**src/rtl/counter_pkg.sv**
```systemverilog
// Shared types for the mode counter: run-mode and state encodings.
package counter_pkg;

   typedef enum logic [1:0] {
      MODE_WRAP    = 2'b00,
      MODE_SAT     = 2'b01,
      MODE_ONESHOT = 2'b10,
      MODE_RSVD    = 2'b11
   } mode_t;

   typedef enum logic {
      ST_RUN  = 1'b0,
      ST_DONE = 1'b1
   } state_t;

endpackage

```
**src/rtl/counter_prescaler.sv**
```systemverilog
// Step-rate prescaler: asserts tick once every presc+1 enabled cycles.
module counter_prescaler #(
   parameter int PRESC_W = 4
) (
   input  logic               clk,
   input  logic               rst_n,
   input  logic               enable,
   input  logic               clr,
   input  logic [PRESC_W-1:0] presc,
   output logic               tick
);

   logic [PRESC_W-1:0] p_reg;
   logic               hit;

   // Compared against the live presc, so a new divide value applies at the next compare.
   assign hit  = (p_reg == presc);
   assign tick = enable && hit;

   always_ff @(posedge clk or negedge rst_n) begin
      if (!rst_n) begin
         p_reg <= '0;
      end else if (clr) begin
         p_reg <= '0;
      end else if (enable) begin
         p_reg <= hit ? '0 : p_reg + 1'b1;
      end
   end

endmodule

```
**src/rtl/mode_counter.sv**
```systemverilog
// Up/down counter with programmable limit, wrap/saturate/one-shot modes,
// prescaled stepping, terminal-count pulse, done level and sticky wrap flag.
module mode_counter
   import counter_pkg::*;
#(
   parameter int WIDTH   = 8,
   parameter int PRESC_W = 4
) (
   input  logic               clk,
   input  logic               rst_n,
   input  logic               enable,
   input  logic               load,
   input  logic [WIDTH-1:0]   load_value,
   input  logic               direction,
   input  logic [1:0]         mode,
   input  logic [WIDTH-1:0]   limit,
   input  logic [PRESC_W-1:0] presc,
   input  logic               clear_flags,
   output logic [WIDTH-1:0]   count,
   output logic               tc,
   output logic               done,
   output logic               wrapped
);

   mode_t            mode_sel;
   state_t           state_reg, state_next;
   logic [WIDTH-1:0] count_reg, count_next;
   logic             tc_reg, tc_next;
   logic             wrapped_reg, wrapped_next;
   logic             tick;
   logic             at_term;
   logic             wrap_event;

   assign mode_sel = mode_t'(mode);

   counter_prescaler #(
      .PRESC_W (PRESC_W)
   ) u_prescaler (
      .clk    (clk),
      .rst_n  (rst_n),
      .enable (enable),
      .clr    (load),
      .presc  (presc),
      .tick   (tick)
   );

   // Up uses >= so a count loaded or left above the limit still terminates.
   assign at_term = direction ? (count_reg >= limit) : (count_reg == '0);

   always_comb begin
      count_next   = count_reg;
      tc_next      = 1'b0;
      state_next   = state_reg;
      wrapped_next = wrapped_reg;
      wrap_event   = 1'b0;

      if (load) begin
         count_next = load_value;
         state_next = ST_RUN;
      end else if (tick && (state_reg == ST_RUN)) begin
         if (!at_term) begin
            count_next = direction ? count_reg + 1'b1 : count_reg - 1'b1;
         end else begin
            tc_next = 1'b1;
            case (mode_sel)
               MODE_SAT:     count_next = count_reg;
               MODE_ONESHOT: state_next = ST_DONE;
               default: begin
                  wrap_event = 1'b1;
                  count_next = direction ? '0 : limit;
               end
            endcase
         end
      end

      if (wrap_event) begin
         wrapped_next = 1'b1;
      end else if (clear_flags) begin
         wrapped_next = 1'b0;
      end
   end

   always_ff @(posedge clk or negedge rst_n) begin
      if (!rst_n) begin
         state_reg   <= ST_RUN;
         count_reg   <= '0;
         tc_reg      <= 1'b0;
         wrapped_reg <= 1'b0;
      end else begin
         state_reg   <= state_next;
         count_reg   <= count_next;
         tc_reg      <= tc_next;
         wrapped_reg <= wrapped_next;
      end
   end

   assign count   = count_reg;
   assign tc      = tc_reg;
   assign done    = (state_reg == ST_DONE);
   assign wrapped = wrapped_reg;

endmodule

```
**config.mk**
```make
export PLATFORM = sky130hd
export DESIGN_NAME = mode_counter
export DESIGN_NICKNAME = d
export VERILOG_FILES = /design/src/rtl/counter_pkg.sv /design/src/rtl/counter_prescaler.sv /design/src/rtl/mode_counter.sv
export SDC_FILE = /design/constraint.sdc
export NUM_CORES = 1
export LEC_CHECK = 0
export CAP_MARGIN = 20
export CORE_MARGIN = 1.5
export CORE_UTILIZATION = 48
export CTS_CLUSTER_DIAMETER = 30
export DETAILED_ROUTE_END_ITERATION = 8
export PLACE_DENSITY_LB_ADDON = 0.3
export RECOVER_POWER = 100
export SYNTH_ARGS = -nofsm -noshare
export SYNTH_HDL_FRONTEND = slang
export SYNTH_SLANG_ARGS = --single-unit
```
**constraint.sdc**
```tcl
create_clock -name clk -period 2.25 [get_ports clk]
set_clock_uncertainty 0.15 [all_clocks]
set_input_delay 0.45 -clock clk [delete_from_list [all_inputs] [get_ports clk]]
set_output_delay 0.45 -clock clk [all_outputs]
set_load 0.02 [all_outputs]
```
==> Word level (Yosys, flattened, before mapping) <==
Index checks and enable logic that the tools add are counted.
{ "totals": {"input_bits": 28, "reg_bits": 15, "wordCells": 48} }
{ "op_classes": {"addsub": 3, "magnitude_cmp": 1, "muxes": 23, "reduce_logical": 11, "eq_ne": 4, "bitwise": 1} }
{ "ops": {"columns": ["op", "n"], "rows": [
  ["$mux 8", 6],
  ["$mux 1", 14],
  ["$mux 4", 3],
  ["$reduce_bool 2->1", 5],
  ["$add 8x1->8 const B", 1],
  ["$ge 8x8->1", 1],
  ["$logic_not 8->1", 1],
  ["$sub 8x1->8 const B", 1],
  ["$add 4x1->4 const B", 1],
  ["$eq 4x4->1", 1],
  ["$ne 3x3->1 const B", 1],
  ["$reduce_and 3->1", 1],
  ["$eq 2x1->1 const B", 1],
  ["$eq 2x2->1 const B", 1],
  ["$logic_and 1x1->1", 2],
  ["$reduce_and 2->1", 1],
  ["$reduce_or 2->1", 1],
  ["$not 1->1", 1]
]} }

==> Longest topological paths before layout <==
{ "depth": {"depth_word": 7, "depth_mapped": 8, "ltp_nobuf": 8} }

==> By module <==
From an unflattened synthesis, not the netlist that was laid out.
{ "hier_totals": {"cells_unflattened": 154, "area_unflattened_um2": 1396.3} }
{ "by_module_without_submodules": {"columns": ["module", "cells_per_inst", "area_each_um2", "n_inst", "seq_area_each_um2"], "rows": [
  ["mode_counter", 126, 1117.3, 1, 275.3],
  ["counter_prescaler", 28, 279.0, 1, 100.1]
]} }

==> Least setup slack after synthesis <==
OpenSTA, ideal clock, no wires.
{ "synth_timing": {"kind": "register -> register", "start": "reg count_reg[6], in the netlist count[6]", "end": "reg count_reg[0], in the netlist count[0]", "t_arrival_ps": 1925, "synth_period_minus_slack_ps": 2196, "path_slack_ps": 54, "path_buffers": 0, "stages_incl_launch_ff": 7, "t_required_ps": 1980, "cell_sequence": "dfrtp_1 -> ha_1 -> a21o_1 -> a211o_1 -> o21ai_4 -> nand2_8 -> o211a_1"} }
{ "synth_between": {"elab_chain_cells": 5} }
{ "synth_rtl": {"columns": ["element", "line_no", "rtl"], "rows": [
  ["start: declaration", "mode_counter.sv:27", "logic [WIDTH-1:0] count_reg, count_next;"],
  ["start signal: assignment", "mode_counter.sv:91", "count_reg <= count_next;"],
  ["$ge 8x8->1 or $logic_not 8->1 (tied branches)", "mode_counter.sv:48", "assign at_term = direction ? (count_reg >= limit) : (count_reg == '0);"],
  ["$mux 1 (*)", "mode_counter.sv:48", null],
  ["$mux 8", "mode_counter.sv:61", "if (!at_term) begin"],
  ["$mux 8", "mode_counter.sv:60", "end else if (tick && (state_reg == ST_RUN)) begin"],
  ["$mux 8", "mode_counter.sv:57", "if (load) begin"]
]} }
Mark *: on every way between the ends. The rest lies on a longest branch, timed or not. The select of a mux whose other input is x is not followed.
A chain may end at the register's enable or synchronous reset.

==> Worst setup path after layout <==
{ "layout_timing": {"start": "reg count_reg[0], in the netlist count[0]", "end": "reg count_reg[6], in the netlist count[6]"} }
{ "layout_between": {"elab_chain_cells": 5} }
{ "layout_rtl": {"columns": ["element", "line_no", "rtl"], "rows": [
  ["$sub 8x1->8 (tied with other cells)", "mode_counter.sv:62", "count_next = direction ? count_reg + 1'b1 : count_reg - 1'b1;"],
  ["$mux 8 or $mux 1 (tied branches)", "mode_counter.sv:62, mode_counter.sv:48", null],
  ["$mux 8", "mode_counter.sv:61", null],
  ["$mux 8", "mode_counter.sv:60", null],
  ["$mux 8", "mode_counter.sv:57", null]
]} }
Several ways; a longest one is shown, not always the timed one. The select of a mux whose other input is x is not followed.

==> flow_metrics.env <==
export IMPL_status="complete, but fails checks"
export IMPL_violations="setup timing"
export IMPL_gp_congestion=0.8445
export IMPL_path_buf_inv=1
export IMPL_cts_buffers=3
export IMPL_cpMostUsedCell="a31oi_1"
export IMPL_netlist_top_cells_area="dfrtp_1 27%, ha_1 14%, xnor2_1 5.6%, inv_1 3.8%, o211ai_1 3.8%"
export IMPL_clockPowerShare_pct=10.4
export IMPL_whs_ns=0.3770
export IMPL_final_cell_mix="33 x buf_4, 17 x clkdlybuf4s50_1, 13 x dfrtp_1, 12 x dlygate4sd3_1, 10 x inv_1"
export IMPL_worstHoldStart="wrapped"
export IMPL_grt_antenna_before_repair=0
export IMPL_dieArea_mm2=0.003247
export IMPL_worstSetupPathType="flip-flop to flip-flop"
export IMPL_synth_main_ff_cell="dfrtp_1"
export IMPL_ys_seq_area_share_pct=26.83
export IMPL_clockBufferDepth=2
export IMPL_ir_worst_vdd_uv=618.8
export IMPL_die_h_um=56.99
export IMPL_tightest_slew_ns=0.7412
export IMPL_insertion_delay_ns=0.29
export IMPL_io_pin_count=39
export IMPL_synthArstFlopShare_pct=100.0
export IMPL_drv_cap=0
export IMPL_vias=1599
export IMPL_arrival_ns=2.37
export IMPL_rsz0062_at_grt="yes"
export IMPL_min_period_over_period_pct=102.4
export IMPL_place_port_buffers=38
export IMPL_total_power_uw=1547
export IMPL_fmax_mhz=433.8
export IMPL_fp_dieW_um=56.99
export IMPL_area_growth_pct=66.82
export IMPL_cts_sinks=15
export IMPL_r2r_start="count[0]"
export IMPL_synth_nets=193
export IMPL_syn_area_mm2=0.001399
export IMPL_p_seq_share_pct=23.1
export IMPL_synth_cells=148
export IMPL_start_util_pct=50.73
export IMPL_post_dp_cell_area_mm2=0.002021
export IMPL_setup_ws_ns=-0.05497
export IMPL_sw_frac_of_total_pct=41.43
export IMPL_start_kind="flip-flop"
export IMPL_drtIter0Drc=81
export IMPL_slowest_stage="fa_1"
export IMPL_num_rows=19
export IMPL_yosysWarnings=0
export IMPL_drt_first_pass_iters=4
export IMPL_dp_hpwl_mm=3.271
export IMPL_synth_edf_count=0
export IMPL_grt_pass1_vias=1628
export IMPL_fin_cells=258
export IMPL_endpoint_kind="flip-flop"
export IMPL_setup_violations=3
export IMPL_fin_area_mm2=0.002333
export IMPL_grt_first_pass_wirelength_mm=7.534
export IMPL_synth_seq_cells=15
export IMPL_p_per_area_mw_per_mm2=662.9
export IMPL_ant_nets=0
export IMPL_crit_fanout=5
export IMPL_final_common_cell="buf_4"
export IMPL_root_buffer="clkbuf_4"
export IMPL_required_ns=2.32
export IMPL_finalSetupTns_ns=-0.09273
export IMPL_final_layout_size_suffix_gt1_share_pct=35.24
export IMPL_routed_wl_mm=5.243
export IMPL_gr_total_overflow=0
export IMPL_p_int_uw=906.0
export IMPL_grt_use_total_pct=29.97
export IMPL_final_min_clock_period_ns=2.305
export IMPL_path_cells="buf_4 -> fa_1 -> a211oi_1 -> o21bai_1 -> a21oi_2 -> xnor2_1 -> a31oi_1 -> a31oi_1"
export IMPL_crit_start="count[0]"
export IMPL_p_switching_uw=640.9
export IMPL_worst_setup_hold_path_clk_slew_ns=0.10
export IMPL_syn_avg_cell_area_um2=9.452
export IMPL_antennaDiodeCount=0
export IMPL_cp_top_family="compound AO/OA/AOI/OAI gates"
export IMPL_combPwrFrac_pct=66.5
export IMPL_tritoncts="yes"
export IMPL_hold_viol_final=0
export IMPL_drc=0
export IMPL_ys_types=42
export IMPL_max_slew_margin_rel_pct=50.42
export IMPL_yosysTopAreaCell="dfrtp_1"
export IMPL_grt_max_degree=16
export IMPL_viasPerCell=6.198
export IMPL_report_final_slew_viol_count=0
export IMPL_max_stage_delay_ns=0.45
export IMPL_coreArea_mm2=0.002758
export IMPL_yosysTopAreaCellShare_pct=26.83
export IMPL_wl_per_cell_um=20.32
export IMPL_h_tree_depth=1
export IMPL_fillCellCount=161
export IMPL_placed_cells=243
export IMPL_nNetsFinal=273
export IMPL_hold_path_class="flip-flop to flip-flop"
export IMPL_power_leakage_uw=0.001054
export IMPL_largest_register_ffs=8
==> per-stage QoR <==
stage	setup slack [ns]	utilization (%)
detailed placement	-0.5923	73.28
floorplan	0.05424	-
CTS	0.008839	81.99
global route	-0.1335	84.62
finish	-0.05497	84.62
global placement	-0.5507	73.28
==> final timing paths <==
path                       endpoint  slack (ns)  cells past startpoint
max                        count[6]       -0.05                      8
min                         wrapped        0.38                      1
max reg2reg                count[6]       -0.05                      8
min reg2reg                 wrapped        0.38                      1
max in group asynchronous  count[1]        0.92                      1
min in group asynchronous  count[5]        0.50                      1
==> Yosys cell counts (2+ instances only) <==
| cell | count |
|---|---|
| nor2_1 | 8 |
| nor3_1 | 3 |
| nand2b_1 | 3 |
| ha_1 | 16 |
| o211ai_1 | 7 |
| nand3_1 | 5 |
| a21o_1 | 4 |
| a31oi_1 | 3 |
| nand2_1 | 6 |
| nand2_8 | 2 |
| nor4_1 | 2 |
| a221oi_1 | 6 |
| nor3_2 | 2 |
| a21oi_1 | 10 |
| o2bb2ai_1 | 6 |
| o21ai_0 | 3 |
| clkbuf_1 | 2 |
| dfrtp_1 | 15 |
| xnor2_1 | 9 |
| inv_1 | 14 |
==> routing by layer <==
metal | up-vias | global-route usage, % | share of wire [%]
met5 | - | 0 | 0
met4 | 0 | 7.309 | 3.4
met3 | 20 | 5.669 | 5.8
met2 | 89 | 53.37 | 52
met1 | 767 | 37.41 | 38
li1 | 723 | - | -
==> layout make-up <==
class                           count  area, um2  share of cell area [%]
Timing Repair Buffer               77      681.9                   29.22
Inverter                           15      58.81                   2.520
Clock buffer                        4      26.28                   1.126
Multi-Input combinational cell    116       1150                   49.28
Tap cell                           31      38.79                   1.662
Sequential cell                    15      377.9                   16.19
==> repair_timing <==
item                                    CTS  global route
pin swaps                                18            12
endpoints found under the setup margin   11            10
setup buffers                             6             5
hold buffers                              0             0
resized for setup                        38            12
==> power by group through the flow <==
stage | combinational [uW] | sequential, uW | clock, uW
2_1_floorplan | 385 | 404 | 0
3_3_place_gp | 761 | 347 | 0
3_5_place_dp | 789 | 350 | 0
4_1_cts | 937 | 355 | 158
5_1_grt | 1090 | 360 | 180
6_report | 1030 | 357 | 161
==> logic make-up (layout without fill, tap and decap cells) <==
family                   count (synthesis)  count (layout)  synth area share [%]
AO/OA/AOI/OAI                           50              50                 27.64
XOR/XNOR                                11              11                 7.425
adder cells (fa/ha/maj)                 17              17                 15.74
buffers and inverters                   17              96                 4.562
flip-flops                              15              15                 26.83
multiplexers                             2               2                 1.521
AND/OR/NAND/NOR                         36              36                 16.28
Note: power is estimated with default switching activity, not from simulation.
==> RTL change 1, RTL diff (same flow settings) <==
Register the output `done`; this adds one clock of latency there. The other outputs are not delayed to match.
--- a/src/rtl/mode_counter.sv
+++ b/src/rtl/mode_counter.sv
@@ -96,7 +96,9 @@
 
    assign count   = count_reg;
    assign tc      = tc_reg;
-   assign done    = (state_reg == ST_DONE);
+   always_ff @(posedge clk) begin
+      done <= (state_reg == ST_DONE);
+   end
    assign wrapped = wrapped_reg;
 
 endmodule
Behaviour: not the same (Yosys sat finds a counterexample within 4 cycles, from zero or initial values and one cycle with rst_n low).
==> RTL change 1 against the original RTL <==
The flow still finishes with violations (setup timing); cell area is 1.4% higher; synthesized area is 1.4% higher; worst setup slack worse by 0.0042 ns; power is 3.4% higher; non-clock buffer count is 8 lower; utilization is 0.49 points higher; sequential cell count is 1 higher; worst hold slack worse by 0.11 ns; wire length is 9.3% lower; sequential power is 11% higher; largest cell class unchanged.
==> RTL change 1: results (changes against the original RTL) <==
metric;value;unit;change
status;finished with violations;;unchanged
violations;setup timing;;unchanged
seqCellArea;400;sq um;was 378 sq um
drive_gt1_frac;0.367;;was 0.352
slowest_delay;0.50;ns;was 0.45 ns
multiInputGateArea;1210;sq um;was 1150 sq um
synth_seq_cells;16;;was 15
synth.area.top_cells;dfrtp_1 26%, ha_1 14%, xnor2_1 5.6%;;was dfrtp_1 27%, ha_1 14%, xnor2_1 5.6%
r2r_setup_slack;-0.02;ns;was -0.05 ns
tns;-0.171;ns;was -0.0927 ns
wl_per_cell;18.9;um;was 20.3 um
syn_nets;194;;was 193
met2_length;2.46;mm;was 2.74 mm
netlist_instances;149;;was 148
place_ws;-0.556;ns;was -0.592 ns
place_area;2030;sq um;was 2020 sq um
gp_congestion;0.808;;was 0.845
yosysUniqueCellTypes;43;;was 42
n_fill_cell;141;;was 161
synth_compound_area_frac;0.272;;was 0.276
grt_usage;0.273;;was 0.300
cp.arrival;2.35;ns;was 2.37 ns
dr.pass1.iters;5;;was 4
met2_usage;0.518;;was 0.534
synth_xor_xnor_area_share;0.0732;;was 0.0742
grt_use_met3;0.0454;;was 0.0567
worst_slew_pin_slew;0.723;ns;was 0.741 ns
grt_pass1_wl;7.00;mm;was 7.53 mm
fin_hold_ws;0.266;ns;was 0.377 ns
finalNonFillerCells;252;;was 258
finalSetupViolCount;4;;was 3
met3_length;345;um;was 306 um
num-nets-final;267;;was 273
n_all_buffers;69;;was 77
place_hpwl;2.99;mm;was 3.27 mm
die_width;57.4;um;was 57.0 um
cp_max_fo;7;;was 5
routed-via-count;1565;;was 1,599
ir_drop;601;uV;was 619 uV
setup_ws;-0.0592;ns;was -0.0550 ns
yosysSeqAreaShare;0.279;;was 0.268
static-leakage-power;1.03;nW;was 1.05 nW
synth_fa_ha_area_frac;0.155;;was 0.157
[RTL change 1: timing repair]
action,4_1_cts,5_1_grt
gates resized for setup,38,18
pin swaps,14,11
cloned,1,0
setup endpoints to repair,10,8
setup buffers,2,2
[RTL change 1: report_power, final]
group	switching (W)	total (W)	internal [W]
sequential	0.0000669	0.000395	0.000328
clock	0.0000949	0.000193	0.0000985
combinational	0.000485	0.00101	0.000525
[RTL change 1: worst paths after layout]
check	startpoint	end	cells past startpoint
max in group asynchronous	rst_n	count[1]	1
worst max register to register	count[4]	count[0]	8
worst min-delay path	state_reg	done	0
worst max-delay path	limit[3]	count[0]	10
worst min register to register	state_reg	done	0
min in group asynchronous	rst_n	count[6]	1
[RTL change 1: cells by family (layout without fill, tap and decap cells)]
group,Yosys count,after routing
AO/OA/AOI/OAI,50,51
AND/OR/NAND/NOR,36,36
XOR/XNOR,11,11
multiplexers,2,2
flip-flops,16,16
adder cells (fa/ha/maj),17,17
buffers and inverters,17,88
==> RTL change 2, RTL diff (same settings) <==
Without the edit above. `PRESC_W` is set to 4 in 2 places; all go to 6.
--- a/src/rtl/counter_prescaler.sv
+++ b/src/rtl/counter_prescaler.sv
@@ -1,6 +1,6 @@
 // Step-rate prescaler: asserts tick once every presc+1 enabled cycles.
 module counter_prescaler #(
-   parameter int PRESC_W = 4
+   parameter int PRESC_W = 6
 ) (
    input  logic               clk,
    input  logic               rst_n,
--- a/src/rtl/mode_counter.sv
+++ b/src/rtl/mode_counter.sv
@@ -4,7 +4,7 @@
    import counter_pkg::*;
 #(
    parameter int WIDTH   = 8,
-   parameter int PRESC_W = 4
+   parameter int PRESC_W = 6
 ) (
    input  logic               clk,
    input  logic               rst_n,
Interface: changed (resized presc); port bits go from 39 to 41. The function was not compared with the original's and may differ.
==> RTL change 2 against the original RTL <==
The flow still finishes with violations (setup timing); via count up 24%; clock power up 17%; wire length up 25%; worst setup slack worse by 0.14 ns; power down 6.0%; combinational power down 13%; synthesized area up 10%; sequential cell count up 2; first-iteration DRC count up 70%; cell area up 15%; largest power group unchanged.
==> RTL change 2: results (changes against the original RTL) <==
metric;value;unit;change
r2r-start;count[4];;was count[0]
setup_ws;-0.200;ns;was -0.0550 ns
violations;setup timing;;unchanged
grt_pass1_vias;1993;;was 1,628
ir_drop;455;uV;was 619 uV
drt_iter0_drc;138;;was 81
dieArea;3560;sq um;was 3250 sq um
status;finished with violations;;unchanged
drive_gt1_frac;0.372;;was 0.352
ctsResizeCount;42;;was 38
reg2reg_to;count[7];;was count[6]
finalSetupViolCount;10;;was 3
place_hpwl;4.08;mm;was 3.27 mm
cts_setup_buffers;7;;was 6
static-leakage-power;1.17;nW;was 1.05 nW
place_area;2380;sq um;was 2020 sq um
pwr-share-comb;0.618;;was 0.665
reg2reg_depth;7;;was 8
clk_pin_slew_worst_paths;0.13;ns;was 0.10 ns
grt_usage;0.376;;was 0.300
io_buffers;40;;was 38
synth.area.top_cells;dfrtp_1 28%, ha_1 13%, inv_1 4.1%;;was dfrtp_1 27%, ha_1 14%, xnor2_1 5.6%
num-nets-final;322;;was 273
holdCritPathClass;in2async;;was reg2reg
yosysUniqueCellTypes;46;;was 42
## RTL change 2: worst max-delay path by stage
stage,depth (start not counted),to
2_1_floorplan,6,count[4]
3_3_place_gp,9,count[7]
3_5_place_dp,9,count[7]
4_1_cts,8,count[2]
5_1_grt,8,count[7]
6_report,9,count[7]
## RTL change 2: through the flow
step,std cells,power (W),hold WS [ns],setup slack (ns)
finish,318,0.00145,0.342,-0.200
global route,318,0.00151,0.362,-0.286
CTS,318,0.00135,0.289,-0.122
detailed placement,307,0.00106,0.371,-0.808
global placement,307,0.00103,0.360,-0.679
floorplan,176,0.000701,0.00441,-0.101
## RTL change 2: logic make-up after synthesis
| logic type | after synthesis | share of synthesized area |
|---|---|---|
| fa+ha+maj | 17 | 0.143 |
| flops | 17 | 0.276 |
| buf+inv | 20 | 0.0496 |
| compound gates | 56 | 0.255 |
| xor+xnor | 11 | 0.0625 |
| mux | 2 | 0.0138 |
| simple gates | 53 | 0.200 |
## RTL change 2: per-layer routing
metal | global-route usage | wire length (um) | vias to the layer above
li1 | - | - | 853
met1 | 0.450 | 2330 | 918
met2 | 0.612 | 3190 | 153
met3 | 0.0786 | 593 | 51
met4 | 0.229 | 426 | 0
met5 | 0 | 0 | -
## RTL change 2: worst max-delay path, cell delays in order
cell	delay (ns)
clkdlybuf4s15_1	0.24
inv_1	0.09
ha_2	0.22
or4b_4	0.49
a221oi_4	0.23
o21ai_4	0.14
and2_4	0.19
nor4bb_4	0.32
a211oi_1	0.12
## RTL change 2: final cells by class
class                   count  area share
clock buffers               3     0.00843
clock inverters             1     0.00187
inverters                  17      0.0239
multi-input cells         139       0.474
flip-flops and latches     17       0.161
well taps                  44      0.0206
repair buffers             97       0.310
